===== config.mk =====
export PLATFORM = sky130hd
export DESIGN_NAME = wb_sram_ctrl_flat
export DESIGN_NICKNAME = d
export VERILOG_FILES = /design/src/rtl/wb_sram_ctrl_if.sv /design/src/rtl/wb_sram_ctrl.sv /design/src/flat_wrapper.sv
export SDC_FILE = /design/constraint.sdc
export NUM_CORES = 1
export LEC_CHECK = 0
export BUFFER_PORTS_ARGS = -buffer_cell sky130_fd_sc_hd__buf_2
export CORE_MARGIN = 10
export CORE_UTILIZATION = 35
export CTS_BUF_LIST = sky130_fd_sc_hd__clkbuf_4 sky130_fd_sc_hd__clkbuf_8 sky130_fd_sc_hd__clkbuf_16
export DETAILED_ROUTE_END_ITERATION = 6
export PLACE_DENSITY = 0.64
export SETUP_SLACK_MARGIN = 0.05
export SYNTH_ARGS = -nofsm -noshare
export SYNTH_HDL_FRONTEND = slang
export SYNTH_SLANG_ARGS = --single-unit

===== constraint.sdc =====
create_clock -name clk_i -period 4.96 [get_ports clk_i]
set_input_delay 0.744 -clock clk_i [delete_from_list [all_inputs] [get_ports clk_i]]
set_output_delay 0.744 -clock clk_i [all_outputs]
set_load 0.01 [all_outputs]

===== src/rtl/wb_sram_ctrl_if.sv =====
// Wishbone slave-0 bus plus 1RW SRAM macro pins for wb_sram_ctrl.
// slave = controller view, master = interconnect/SRAM-side view.
interface wb_sram_ctrl_if #(
    parameter int unsigned AW = 8,
    parameter int unsigned DW = 32
);
    logic [DW-1:0]   wb_dat_i;
    logic [AW-1:0]   wb_adr_i;
    logic [DW/8-1:0] wb_sel_i;
    logic            wb_we_i;
    logic            wb_cyc_i;
    logic            wb_stb_i;
    logic [DW-1:0]   wb_dat_o;
    logic            wb_ack_o;
    logic            sram_csb_o;
    logic            sram_web_o;
    logic [DW/8-1:0] sram_wmask_o;
    logic [AW-1:0]   sram_addr_o;
    logic [DW-1:0]   sram_din_o;
    logic [DW-1:0]   sram_dout_i;

    modport slave (
        input  wb_dat_i, wb_adr_i, wb_sel_i, wb_we_i, wb_cyc_i, wb_stb_i, sram_dout_i,
        output wb_dat_o, wb_ack_o, sram_csb_o, sram_web_o, sram_wmask_o, sram_addr_o,
               sram_din_o
    );

    modport master (
        output wb_dat_i, wb_adr_i, wb_sel_i, wb_we_i, wb_cyc_i, wb_stb_i, sram_dout_i,
        input  wb_dat_o, wb_ack_o, sram_csb_o, sram_web_o, sram_wmask_o, sram_addr_o,
               sram_din_o
    );
endinterface


===== src/rtl/wb_sram_ctrl.sv =====
// Wishbone slave to 1RW byte-masked SRAM bridge with configurable wait states.
// Define SRAM_DOUT_REG_EN to add a registered capture stage on the SRAM read data.
module wb_sram_ctrl #(
    parameter int unsigned AW       = 8,
    parameter int unsigned DW       = 32,
    parameter int unsigned WAIT_CYC = 0
) (
    input logic           clk_i,
    input logic           rst_ni,
    wb_sram_ctrl_if.slave bus
);
    localparam int unsigned BW = DW / 8;

    localparam logic [2:0] S_IDLE   = 3'd0;
    localparam logic [2:0] S_ACCESS = 3'd1;
    localparam logic [2:0] S_WAIT   = 3'd2;
    localparam logic [2:0] S_RDATA  = 3'd3;
    localparam logic [2:0] S_ACK    = 3'd4;
`ifdef SRAM_DOUT_REG_EN
    localparam logic [2:0] S_RCAP   = 3'd5;
`endif

    logic [2:0]    state_q, state_d;
    logic [3:0]    cnt_q, cnt_d;
    logic          op_we_q, op_we_d;
    logic          ack_q, ack_d;
    logic [DW-1:0] rdat_q, rdat_d;
    logic          csb_q, csb_d;
    logic          web_q, web_d;
    logic [BW-1:0] wmask_q, wmask_d;
    logic [AW-1:0] addr_q, addr_d;
    logic [DW-1:0] din_q, din_d;
    logic          access_done;
`ifdef SRAM_DOUT_REG_EN
    logic [DW-1:0] dout_q, dout_d;
`endif

    // Last cycle of the SRAM access window, with or without wait states.
    assign access_done = (state_q == S_ACCESS && cnt_q == 4'd0) ||
                         (state_q == S_WAIT && cnt_q == 4'd1);

    always_comb begin
        state_d = state_q;
        cnt_d   = cnt_q;
        op_we_d = op_we_q;
        ack_d   = 1'b0;
        rdat_d  = rdat_q;
        csb_d   = csb_q;
        web_d   = web_q;
        wmask_d = wmask_q;
        addr_d  = addr_q;
        din_d   = din_q;
`ifdef SRAM_DOUT_REG_EN
        dout_d  = dout_q;
`endif
        unique case (state_q)
            S_IDLE: begin
                if (bus.wb_cyc_i && bus.wb_stb_i) begin
                    csb_d   = 1'b0;
                    web_d   = ~bus.wb_we_i;
                    addr_d  = bus.wb_adr_i;
                    din_d   = bus.wb_dat_i;
                    wmask_d = bus.wb_we_i ? bus.wb_sel_i : '0;
                    op_we_d = bus.wb_we_i;
                    cnt_d   = 4'(WAIT_CYC);
                    state_d = S_ACCESS;
                end
            end
            S_ACCESS: begin
                csb_d = 1'b1;
                web_d = 1'b1;
                if (cnt_q != 4'd0) state_d = S_WAIT;
            end
            S_WAIT: cnt_d = cnt_q - 4'd1;
`ifdef SRAM_DOUT_REG_EN
            S_RDATA: begin
                dout_d  = bus.sram_dout_i;
                state_d = S_RCAP;
            end
            S_RCAP: begin
                rdat_d  = dout_q;
                ack_d   = bus.wb_cyc_i;
                state_d = S_ACK;
            end
`else
            S_RDATA: begin
                rdat_d  = bus.sram_dout_i;
                ack_d   = bus.wb_cyc_i;
                state_d = S_ACK;
            end
`endif
            S_ACK:   state_d = S_IDLE;
            default: state_d = S_IDLE;
        endcase

        // An abandoned cycle still finishes the SRAM access but never acks.
        if (access_done) begin
            if (op_we_q) begin
                ack_d   = bus.wb_cyc_i;
                state_d = S_ACK;
            end else begin
                state_d = S_RDATA;
            end
        end
    end

    always_ff @(posedge clk_i or negedge rst_ni) begin
        if (!rst_ni) begin
            state_q <= S_IDLE;
            cnt_q   <= 4'd0;
            op_we_q <= 1'b0;
            ack_q   <= 1'b0;
            rdat_q  <= '0;
            csb_q   <= 1'b1;
            web_q   <= 1'b1;
            wmask_q <= '0;
            addr_q  <= '0;
            din_q   <= '0;
        end else begin
            state_q <= state_d;
            cnt_q   <= cnt_d;
            op_we_q <= op_we_d;
            ack_q   <= ack_d;
            rdat_q  <= rdat_d;
            csb_q   <= csb_d;
            web_q   <= web_d;
            wmask_q <= wmask_d;
            addr_q  <= addr_d;
            din_q   <= din_d;
        end
    end

`ifdef SRAM_DOUT_REG_EN
    always_ff @(posedge clk_i or negedge rst_ni) begin
        if (!rst_ni) dout_q <= '0;
        else         dout_q <= dout_d;
    end
`endif

    assign bus.wb_ack_o     = ack_q;
    assign bus.wb_dat_o     = rdat_q;
    assign bus.sram_csb_o   = csb_q;
    assign bus.sram_web_o   = web_q;
    assign bus.sram_wmask_o = wmask_q;
    assign bus.sram_addr_o  = addr_q;
    assign bus.sram_din_o   = din_q;
endmodule


===== src/flat_wrapper.sv =====
// flat-port wrapper written by rule: the top's interface ports become plain ports
module wb_sram_ctrl_flat 
#(
    parameter int unsigned AW       = 8,
    parameter int unsigned DW       = 32,
    parameter int unsigned WAIT_CYC = 0
)
  (clk_i, rst_ni, bus_wb_dat_i, bus_wb_adr_i, bus_wb_sel_i, bus_wb_we_i, bus_wb_cyc_i, bus_wb_stb_i, bus_sram_dout_i, bus_wb_dat_o, bus_wb_ack_o, bus_sram_csb_o, bus_sram_web_o, bus_sram_wmask_o, bus_sram_addr_o, bus_sram_din_o);
  wb_sram_ctrl_if #(.AW(AW), .DW(DW)) bus_i ();
  input logic clk_i;
  input logic rst_ni;
  input wire logic [$bits(bus_i.wb_dat_i)-1:0] bus_wb_dat_i;
  input wire logic [$bits(bus_i.wb_adr_i)-1:0] bus_wb_adr_i;
  input wire logic [$bits(bus_i.wb_sel_i)-1:0] bus_wb_sel_i;
  input wire logic [$bits(bus_i.wb_we_i)-1:0] bus_wb_we_i;
  input wire logic [$bits(bus_i.wb_cyc_i)-1:0] bus_wb_cyc_i;
  input wire logic [$bits(bus_i.wb_stb_i)-1:0] bus_wb_stb_i;
  input wire logic [$bits(bus_i.sram_dout_i)-1:0] bus_sram_dout_i;
  output wire logic [$bits(bus_i.wb_dat_o)-1:0] bus_wb_dat_o;
  output wire logic [$bits(bus_i.wb_ack_o)-1:0] bus_wb_ack_o;
  output wire logic [$bits(bus_i.sram_csb_o)-1:0] bus_sram_csb_o;
  output wire logic [$bits(bus_i.sram_web_o)-1:0] bus_sram_web_o;
  output wire logic [$bits(bus_i.sram_wmask_o)-1:0] bus_sram_wmask_o;
  output wire logic [$bits(bus_i.sram_addr_o)-1:0] bus_sram_addr_o;
  output wire logic [$bits(bus_i.sram_din_o)-1:0] bus_sram_din_o;
  assign bus_i.wb_dat_i = bus_wb_dat_i;
  assign bus_i.wb_adr_i = bus_wb_adr_i;
  assign bus_i.wb_sel_i = bus_wb_sel_i;
  assign bus_i.wb_we_i = bus_wb_we_i;
  assign bus_i.wb_cyc_i = bus_wb_cyc_i;
  assign bus_i.wb_stb_i = bus_wb_stb_i;
  assign bus_i.sram_dout_i = bus_sram_dout_i;
  assign bus_wb_dat_o = bus_i.wb_dat_o;
  assign bus_wb_ack_o = bus_i.wb_ack_o;
  assign bus_sram_csb_o = bus_i.sram_csb_o;
  assign bus_sram_web_o = bus_i.sram_web_o;
  assign bus_sram_wmask_o = bus_i.sram_wmask_o;
  assign bus_sram_addr_o = bus_i.sram_addr_o;
  assign bus_sram_din_o = bus_i.sram_din_o;
  wb_sram_ctrl #(.AW(AW), .DW(DW), .WAIT_CYC(WAIT_CYC)) u_core (.clk_i(clk_i), .rst_ni(rst_ni), .bus(bus_i));
endmodule

## After elaboration in Yosys (flattened, before gate mapping)

Cells that the tools add are included.

- Bitwise gates (word level): 1
- Mux-type cells: 15
- $add $sub $neg: 1
- Reduce and logical (&&, ||, !) cells: 13
- Eq/ne operators: 8

Operator list:

| cell | count |
|---|---|
| $mux W3 | 4 |
| $pmux W3 S4 | 1 |
| $mux W4 | 2 |
| $pmux W4 S2 | 1 |
| $eq A3 B2 Y1 const B | 2 |
| $reduce_and A2 Y1 | 3 |
| $mux W1 | 5 |
| $eq A4 B1 Y1 const B | 1 |
| $logic_not A4 Y1 | 1 |
| $ne A2 B1 Y1 const B | 2 |
| $pmux W1 S2 | 2 |
| $reduce_bool A2 Y1 | 2 |
| $reduce_bool A4 Y1 | 1 |
| $sub A4 B1 Y4 const B | 1 |
| $eq A3 B1 Y1 const B | 1 |
| $logic_and A1 B1 Y1 | 3 |
| $logic_not A3 Y1 | 1 |
| $ne A3 B1 Y1 const B | 1 |
| $ne A3 B2 Y1 const B | 1 |
| $reduce_and A3 Y1 | 1 |
| $logic_or A1 B1 Y1 | 1 |
| $not A1 Y1 | 1 |

- Output and inout port bits: 79
- Input bits: 81
- Register bits: 87
- Word-level logic and storage cells: 48

## Depth between registers and ports, before layout

Gate-level depths: netlist of run 1.

- Word-level depth: 5
- Depth in mapped cells: 6
- Gate-level depth less buffers: 5

## Worst setup path before layout of run 1

OpenSTA, ideal clock, no wires.

- Path kind: input port to flip-flop
- Start: in bus_wb_stb_i
- End: reg u_core.addr_q[5], in the netlist u_core.bus.sram_addr_o[5]
- Stages on the path: 5
- Path slack: 3.078 ns
- Arrival time: 1.755 ns
- Path buffers: 2
- Setup time: 0.127 ns
- Data required time: 4.833 ns
- Path through: nor4bb_4 and2_4 buf_12 buf_12 mux2_1

- Word-level cells in the longest chain between the ends: 2

RTL lines:

| element | line | source |
|---|---|---|
| from (decl) | flat_wrapper.sv:17 | `input wire logic [$bits(bus_i.wb_stb_i)-1:0] bus_wb_stb_i;` |
| $logic_and A1 B1 Y1 | wb_sram_ctrl.sv:58 | `if (bus.wb_cyc_i && bus.wb_stb_i) begin` |
| $reduce_and A2 Y1 (no source line) | -- |  |
| to (signal assigned) | wb_sram_ctrl.sv:128 | `addr_q <= addr_d;` |
| to (decl) | wb_sram_ctrl.sv:31 | `logic [AW-1:0] addr_q, addr_d;` |

Every way passes these cells.
A chain may end at the register's enable or synchronous reset.

## Final worst setup path of run 1

- Start: reg u_core.state_q[0]
- End: reg u_core.addr_q[0], in the netlist u_core.bus.sram_addr_o[0]

- Word-level cells in the longest chain between the ends: 2

RTL lines:

| element | line | source |
|---|---|---|
| from (decl) | wb_sram_ctrl.sv:23 | `logic [2:0] state_q, state_d;` |
| from (signal assigned) | wb_sram_ctrl.sv:120 | `state_q <= state_d;` |
| $logic_not A3 Y1 | wb_sram_ctrl.sv:56 | `unique case (state_q)` |
| $reduce_and A2 Y1 (no source line) | -- |  |

Every way passes these cells.

==> results.py, run 1 <==
metrics = {
    "status": {
        "status": "complete, no violations",
    },
    "cells_and_area": {
        "layout_commonest_cell": "buf_2",
        "final_nets": 466,
        "layout-drive-gt1-share": 0.652,
        "n_antenna_cell": 0,
        "layout_common_cells": "buf_2, dfrtp_1, mux2_2",
        "syn2layout_area_growth_pct": 29.4,
    },
    "yosys": {
        "netlist_area_um2": 3540,
        "yosys.cell_types.count": 33,
        "synth_flop_cell": "dfrtp_1",
        "ys_warn_count": 0,
        "async_flop_share": 1.00,
        "ys_top_cells_by_area": "dfrtp_1, mux2_2, mux2_4",
        "synth_fp_nets": 304,
        "seq_area_frac_synth": 0.616,
        "synth_edf_count": 0,
        "synth_area_leader_cell": "dfrtp_1",
        "netlist.area_leader.share": 0.601,
        "synth_seq_cells": 87,
        "avgSynthCellArea_um2": 16.0,
        "netlist_instances": 221,
    },
    "min_path": {
        "hold_path.class": "primary input to async pin",
    },
    "cts": {
        "cts-root-buf": "clkbuf_8",
        "ctsResizeCount": 0,
        "cts_hold_buf": 0,
        "post_cts_buffers": 0,
        "clk_path_buf_depth": 2,
        "numClockSinks": 87,
        "cts_tree": "done",
        "clock_latency_ps": 350,
        "cts-htree-levels": 3,
        "path_clk_slew_ps": 80,
        "numCtsBuffers": 9,
    },
    "sta": {
        "tns_ps": 0,
        "post-route-min-period_ps": 2030,
        "worstMarginPinSlew_ps": 737,
        "fmax_mhz": 493,
        "hold_viol": 0,
        "fin_skew_ps": 11.5,
        "maxSlewHeadroom": 0.508,
        "layout_setup_ws_ps": 2930,
        "finalCritPeriodShare": 0.409,
        "rsz0062_at_grt": "false",
        "setup_viol": 0,
        "slew_violations": 0,
    },
    "detailed_routing": {
        "antenna_left": 0,
        "first_pass_iters": 4,
        "vias_per_cell": 4.43,
        "wl_per_cell_um": 16.3,
        "drc": 0,
        "routed_wl_mm": 8.51,
        "num_vias": 2308,
        "drt-initial-drc-count": 101,
    },
    "grt": {
        "grt_antenna_before_repair": 0,
        "grt_pass1_vias": 2531,
        "grt_pass1_wl_mm": 13.4,
        "grt_util_all_layers": 0.115,
        "grt_max_degree": 48,
        "grt.overflow.total": 0,
    },
    "placed_design": {
        "dpl.hpwl_mm": 6.57,
        "place_congestion": 0.739,
        "pre_cts_slack_ps": 2580,
        "io_buffers": 159,
    },
    "setup_path": {
        "critPathArrivalTime_ps": 2260,
        "slowest_delay_ps": 660,
        "critical_path_class": "flip-flop to flip-flop",
        "slowest_stage": "and2_4",
        "required_ps": 5190,
        "setup.worst_path.start_class": "flip-flop",
        "cp_top_family": "simple AND/OR/NAND/NOR gates",
        "path_cells": "nor4bb_4 -> and2_4 -> mux2_2",
        "critPathCaptureType": "flip-flop",
        "cp_max_fo": 47,
        "critPathBufInv": 0,
    },
    "run": {
        "drv_cap": 0,
    },
    "power": {
        "power.leakage_nw": 2.28,
        "p_per_area_nw_per_um2": 636,
        "peakVddDrop_mv": 0.233,
    },
    "floorplan": {
        "core_area_um2": 9820,
        "dieArea_um2": 14500,
        "io_pins": 160,
        "dieHeight_um": 121,
        "start_util": 0.360,
        "num_rows": 36,
        "die_width_um": 121,
    },
}
-- cells by family after synthesis --
group	share of synthesized area
and+or+nand+nor	0.0354
buffers and inverters	0.0439
xor gates and xnor gates	0.00495
DFF	0.616
AOI/OAI and AO/OA	0.0276
adders and majority gates	0.00707
muxes	0.265
-- routing by layer --
layer,vias up,track usage,share of wire
met5,-,0,0
met4,0,0.0498,0.016
met3,10,0.0321,0.061
met2,91,0.193,0.50
met1,1119,0.136,0.42
li1,1088,-,-
-- sequential cells by signal, indices dropped and copies added, names as in the netlist --
| signal | flops |
|---|---|
| u_core.bus.wb_dat_o | 32 |
| u_core.bus.sram_wmask_o | 4 |
| u_core.bus.sram_addr_o | 8 |
| u_core.bus.sram_web_o | 1 |
| u_core.cnt_q | 4 |
| u_core.bus.wb_ack_o | 1 |
| u_core.bus.sram_din_o | 32 |
| u_core.state_q | 3 |
| u_core.bus.sram_csb_o | 1 |
| u_core.op_we_q | 1 |
-- power by group --
| part | switching (mW) | internal, mW | total, mW |
|---|---|---|---|
| registers | 0.191 | 1.07 | 1.26 |
| logic | 0.556 | 0.647 | 1.20 |
| clock network | 0.238 | 0.212 | 0.450 |
-- metrics by stage --
stage	std cells	utilization	instance area, um^2	power, mW	hold WS [ps]
5_1_grt	521	0.466	4580	3.12	388
4_1_cts	521	0.466	4580	2.97	376
2_1_floorplan	221	-	3540	2.02	447
3_3_place_gp	505	0.448	4400	2.46	466
6_report	521	0.466	4580	2.91	367
3_5_place_dp	505	0.448	4400	2.51	474
-- area by class of cell --
type | instances | area (um^2)
fillers | 963 | 5240
clock buffers | 12 | 159
repair buffers | 161 | 813
inverters | 10 | 37.5
multi-input cells | 114 | 1200
clock inverters | 4 | 20.0
flip-flops and latches | 87 | 2180
well taps | 133 | 166
-- worst paths after layout --
kind	start	endpoint	slack (ps)	depth (start not counted)
min in group clk_i	u_core.bus.sram_din_o[30]$_DFFE_PN0P_	u_core.bus.sram_din_o[30]$_DFFE_PN0P_	490	1
min	rst_ni	u_core.bus.sram_din_o[11]$_DFFE_PN0P_	370	1
max	u_core.state_q[0]$_DFFE_PN0P_	u_core.bus.sram_addr_o[0]$_DFFE_PN0P_	2930	3
max reg2reg	u_core.state_q[0]$_DFFE_PN0P_	u_core.bus.sram_addr_o[0]$_DFFE_PN0P_	2930	3
min reg2reg	u_core.bus.sram_din_o[30]$_DFFE_PN0P_	u_core.bus.sram_din_o[30]$_DFFE_PN0P_	490	1
max in group asynchronous	rst_ni	u_core.bus.wb_dat_o[1]$_DFFE_PN0P_	3610	2
-- Yosys cell counts (all sizes together), types with 2 or more instances --
cell type	count
o22ai	2
o41ai	2
o21ai	2
nor4bb	2
nand2	8
mux2	73
dfstp	2
inv	10
buf	9
ha	2
a21oi	2
o2bb2ai	2
mux2i	4
nor2	2
dfrtp	85
xnor2	2
or3b	2
Note: power is estimated with default switching activity, not from simulation.
==> run 2, diff against run 1 <==
Settings changed: PLACE_DENSITY 0.64 to 0.66.
Clock period 4.96 ns to 1.6 ns, I/O delays scaled along.
==> run 2 against run 1 <==
  * Non-clock buffer count up 12
  * Cell count up 1.9%
  * Setup slack worse by 2900 ps
  * Clock-buffer cell count down 2
  * Sequential power rose to 3.1 times the previous value
  * Core utilization up 3.4 points
  * Hold slack worse by 240 ps
  * Critical endpoint is now u_core.bus.sram_din_o[26]$_DFFE_PN0P_
  * Highest routed layer unchanged
==> results.py, run 2 (synthesis results as in run 1) <==
metrics = {
    "status": {
        "status": "complete, no violations",
    },
    "placed_design": {
        "place_congestion": 0.775,
        "pre_cts_slack_ps": -3.58,
        "placed_area_um2": 4540,
        "dpl.hpwl_mm": 6.81,
        "dp_cells": 512,
        "io_buffers": 159,
    },
    "cts": {
        "cts_tree": "done",
        "numClockSinks": 87,
        "cts-root-buf": "clkbuf_8",
        "clk_path_buf_depth": 2,
        "numCtsBuffers": 9,
        "path_clk_slew_ps": 90,
        "clock_latency_ps": 340,
        "cts-htree-levels": 3,
    },
    "detailed_routing": {
        "drc": 0,
        "num_vias": 2437,
        "antenna_left": 0,
        "routed_wl_mm": 9.06,
        "drt-initial-drc-count": 132,
        "vias_per_cell": 4.59,
        "first_pass_iters": 4,
        "wl_per_cell_um": 17.1,
    },
    "sta": {
        "fin_skew_ps": 9.61,
        "post-route-min-period_ps": 1580,
        "hold_viol": 0,
        "fmax_mhz": 631,
        "tns_ps": 0,
        "rsz0062_at_grt": "true",
        "layout_setup_ws_ps": 15.3,
        "slew_violations": 0,
        "worstMarginPinSlew_ps": 479,
        "finalCritPeriodShare": 0.990,
        "setup_viol": 0,
        "whs_ps": 123,
        "maxSlewHeadroom": 0.680,
    },
    "floorplan": {
        "start_util": 0.360,
        "dieArea_um2": 14500,
        "dieHeight_um": 121,
        "core_area_um2": 9820,
        "io_pins": 160,
        "num_rows": 36,
        "die_width_um": 121,
    },
    "min_path": {
        "hold_path.class": "primary input to flip-flop",
    },
    "grt": {
        "grt_antenna_before_repair": 0,
        "grt_pass1_vias": 2670,
        "grt_util_all_layers": 0.119,
        "grt_pass1_wl_mm": 14.0,
        "grt_max_degree": 50,
        "grt.overflow.total": 0,
    },
    "cells_and_area": {
        "syn2layout_area_growth_pct": 38.8,
        "layout-drive-gt1-share": 0.676,
        "layout_commonest_cell": "buf_2",
        "final_util": 0.500,
        "stdcell_area_um2": 4910,
        "num-fill-cells": 919,
        "layout_common_cells": "buf_2, dfrtp_1, mux2_4",
        "final_nets": 478,
        "layout.cells.non_filler": 531,
        "n_antenna_cell": 0,
    },
    "power": {
        "power.leakage_nw": 2.46,
        "power_mw": 9.71,
        "p_per_area_nw_per_um2": 1980,
        "peakVddDrop_mv": 0.663,
    },
    "setup_path": {
        "critPathCaptureType": "flip-flop",
        "setup.worst_path.start_class": "flip-flop",
        "critPathArrivalTime_ps": 1800,
        "cp_max_fo": 14,
        "required_ps": 1810,
        "critical_path_class": "flip-flop to flip-flop",
    },
    "run": {
        "drv_cap": 0,
    },
}
-- run 2: path summary, 6_finish.rpt --
check                                             startpoint                                     to  slack (ps)  cells past startpoint
max                            u_core.state_q[2]$_DFFE_PN0P_  u_core.bus.sram_din_o[26]$_DFFE_PN0P_          20                      4
min in group asynchronous                             rst_ni  u_core.bus.sram_din_o[12]$_DFFE_PN0P_         410                      3
max in group asynchronous                             rst_ni      u_core.bus.sram_web_o$_DFFE_PN1P_         920                      3
min reg2reg                u_core.bus.sram_csb_o$_DFFE_PN1P_      u_core.bus.sram_csb_o$_DFFE_PN1P_         480                      2
min                                         bus_wb_dat_i[12]  u_core.bus.sram_din_o[12]$_DFFE_PN0P_         120                      2
max reg2reg                    u_core.state_q[2]$_DFFE_PN0P_  u_core.bus.sram_din_o[26]$_DFFE_PN0P_          20                      4
-- run 2: layout make-up --
class / count / area, um^2 / area share
Sequential cell: 87 / 2180 / 0.444
Multi-Input combinational cell: 114 / 1300 / 0.265
Timing Repair Buffer: 173 / 1020 / 0.208
Tap cell: 133 / 166 / 0.0339
Clock buffer: 10 / 131 / 0.0268
Clock inverter: 4 / 72.6 / 0.0148
Inverter: 10 / 37.5 / 0.00765
-- run 2: worst max-delay path: stages, from the launching register on --
cell and delay [ps]:
dfrtp_1 410, nor4bb_4 300, and2_4 260, buf_12 180, mux2_4 310
-- run 2: what timing repair did --
action                     4_1_cts  5_1_grt
hold buffers                     1        0
pin swaps                        1        1
buffers inserted                 0        2
setup endpoints to repair       30       80
gates resized for setup          5       17
hold endpoints to repair        85        0
cloned                           0        2
-- run 2: report_power, final --
| group | internal (mW) | switching (mW) | leakage [nW] |
|---|---|---|---|
| Combinational | 2.38 | 1.83 | 1.33 |
| Sequential | 3.32 | 0.600 | 1.03 |
| Clock | 0.878 | 0.714 | 0.102 |
-- run 2: per-layer routing --
layer	up-vias	routed length, um	GRT usage
li1	1113	-	-
met1	1226	3670	0.136
met5	-	0	0
met2	90	4670	0.203
met3	8	625	0.0433
met4	0	92	0.0362
==> run 3, diff against run 2 <==
Settings changed: CORE_UTILIZATION 35 to 42, PLACE_DENSITY 0.66 to 0.77.
==> run 3 against run 2 <==
  * Setup slack worse by 12 ps
  * Non-clock buffer count down 1
  * Die area down 14%
  * Cell area down 2.0%
  * Critical path type unchanged
  * Highest routed layer unchanged
==> results.py, run 3 (synthesis results as in run 1) <==
metrics = {
    "status": {
        "status": "complete, no violations",
    },
    "floorplan": {
        "start_util": 0.430,
        "die_width_um": 112,
        "io_pins": 160,
        "dieHeight_um": 112,
        "dieArea_um2": 12500,
        "num_rows": 33,
        "core_area_um2": 8220,
    },
    "grt": {
        "grt_antenna_before_repair": 0,
        "grt_util_all_layers": 0.142,
        "grt_max_degree": 46,
        "grt_pass1_vias": 2626,
        "grt_pass1_wl_mm": 14.4,
        "grt.overflow.total": 0,
    },
    "min_path": {
        "min_from": "bus_wb_dat_i[17]",
        "hold_path_depth": 2,
        "hold_path.class": "primary input to flip-flop",
        "hold_path_end": "u_core.bus.sram_din_o[17]$_DFFE_PN0P_",
    },
    "power": {
        "switching_share": 0.332,
        "peakVddDrop_mv": 0.739,
        "pwr-share-comb": 0.423,
        "power.leakage_nw": 2.41,
        "power_mw": 9.68,
        "p_switching_mw": 3.22,
        "p_int_mw": 6.47,
        "sequentialPowerShare": 0.405,
        "p_per_area_nw_per_um2": 2010,
        "p_clk_frac": 0.172,
    },
    "detailed_routing": {
        "first_pass_iters": 4,
        "drt-initial-drc-count": 108,
        "num_vias": 2383,
        "routed-wl-met3_um": 608,
        "routed_wl_mm": 9.00,
        "antenna_left": 0,
        "top_layer_used": "met4",
        "wl_per_cell_um": 17.9,
        "drc": 0,
        "route.met2.wl_mm": 4.70,
        "vias_per_cell": 4.73,
        "wl_met1_mm": 3.56,
    },
    "sta": {
        "slew_violations": 0,
        "whs_ps": 117,
        "rsz0062_at_grt": "true",
        "fin_skew_ps": 8.56,
        "fmax_mhz": 626,
        "setup_viol": 0,
        "layout_setup_ws_ps": 3.07,
        "post-route-min-period_ps": 1600,
        "hold_viol": 0,
        "finalCritPeriodShare": 0.998,
        "worstMarginPinSlew_ps": 435,
        "maxSlewHeadroom": 0.709,
    },
    "placed_design": {
        "io_buffers": 159,
        "place_congestion": 0.787,
        "dpl.hpwl_mm": 7.02,
        "pre_cts_slack_ps": -33.9,
    },
    "setup_path": {
        "slowest_delay_ps": 420,
        "path_cells": "nor4bb_4 -> and2_4 -> buf_6 -> mux2_2",
        "setup.worst_path.start_class": "flip-flop",
        "r2r_slack_ps": 3,
        "cp_max_fo": 10,
        "critPathCaptureType": "flip-flop",
        "r2r-start": "u_core.state_q[0]$_DFFE_PN0P_",
        "slowest_stage": "dfrtp_1",
        "critPathArrivalTime_ps": 1830,
        "reg2reg_to": "u_core.bus.sram_din_o[7]$_DFFE_PN0P_",
        "critical_path_class": "flip-flop to flip-flop",
        "required_ps": 1830,
        "r2r_cells": 4,
    },
    "cells_and_area": {
        "final_nets": 477,
        "syn2layout_area_growth_pct": 36.0,
        "n_antenna_cell": 0,
        "layout_commonest_cell": "buf_2",
        "num-fill-cells": 703,
        "layout-drive-gt1-share": 0.679,
        "layout_common_cells": "buf_2, dfrtp_1, mux2_2",
    },
    "cts": {
        "numCtsBuffers": 9,
        "cts_tree": "done",
        "path_clk_slew_ps": 90,
        "cts-htree-levels": 3,
        "clk_path_buf_depth": 2,
        "cts-root-buf": "clkbuf_8",
        "clock_latency_ps": 340,
        "numClockSinks": 87,
    },
    "run": {
        "drv_cap": 0,
    },
}
run 3: cell types whose count changed in the layout (fill, tap and decap cells not counted), sizes merged:
cell	before	now
buf	170	171
clkinvlp	1	2
clkinv	1	3
clkbuf	12	9
run 3: cell type report:
| class | count | area [um^2] | share of cell area |
|---|---|---|---|
| sequential | 87 | 2180 | 0.453 |
| clock inverter | 7 | 97.6 | 0.0203 |
| timing repair buffer | 172 | 967 | 0.201 |
| inverter | 10 | 37.5 | 0.00780 |
| clock buffer | 9 | 124 | 0.0257 |
| multi-input combinational | 114 | 1270 | 0.265 |
| tap | 105 | 131 | 0.0273 |
run 3: worst max-delay path: cells and delay by family (launching register included):
family | cells | cell delay, ps
muxes | 1 | 340
and+or+nand+nor | 2 | 550
buffers and inverters | 1 | 170
DFF | 1 | 420
run 3: stage by stage:
| stage | std cells | utilization | setup TNS, ps | instance area [um^2] |
|---|---|---|---|---|
| floorplan | 221 | - | -173 | 3550 |
| global placement | 485 | 0.545 | 0 | 4480 |
| detailed placement | 485 | 0.545 | -198 | 4480 |
| CTS | 504 | 0.579 | -275 | 4750 |
| global route | 504 | 0.586 | -1510 | 4810 |
| finish | 504 | 0.586 | 0 | 4810 |
run 3: what timing repair did:
| item | 4_1_cts | 5_1_grt |
|---|---|---|
| hold endpoints to repair | 21 | 0 |
| hold buffers | 1 | 0 |
| buffers inserted | 1 | 0 |
| pin swaps | 1 | 0 |
| gates resized for setup | 4 | 12 |
| endpoints found under the setup margin | 44 | 48 |
| cloned | 1 | 0 |
run 3: worst max-delay path by stage:
| stage | start | end | slack, ps | cells past startpoint |
|---|---|---|---|---|
| after floorplan | u_core.state_q[0]$_DFFE_PN0P_ | u_core.bus.sram_din_o[10]$_DFFE_PN0P_ | -9 | 6 |
| after global placement | u_core.state_q[2]$_DFFE_PN0P_ | u_core.bus.sram_addr_o[2]$_DFFE_PN0P_ | 20 | 4 |
| after detailed placement | u_core.state_q[2]$_DFFE_PN0P_ | u_core.bus.sram_addr_o[1]$_DFFE_PN0P_ | -30 | 4 |
| after CTS | u_core.state_q[2]$_DFFE_PN0P_ | u_core.bus.sram_addr_o[1]$_DFFE_PN0P_ | -20 | 4 |
| after global routing | u_core.state_q[2]$_DFFE_PN0P_ | u_core.bus.sram_din_o[7]$_DFFE_PN0P_ | -70 | 4 |
| final | u_core.state_q[0]$_DFFE_PN0P_ | u_core.bus.sram_din_o[7]$_DFFE_PN0P_ | 3 | 4 |
run 3: power by group through the flow:
stage	Sequential [mW]	Combinational (mW)	Clock, mW
after floorplan	4.40	1.92	0
after global placement	3.88	3.88	0
after detailed placement	3.95	4.01	0
after CTS	3.91	4.09	1.71
after global routing	4.08	4.43	1.81
final	3.92	4.10	1.66
run 3: metal layers:
metal / global-route usage / vias to the layer above
li1: - / 1119
met1: 0.160 / 1167
met2: 0.245 / 86
met3: 0.0467 / 11
met4: 0.0471 / 0
met5: 0 / -
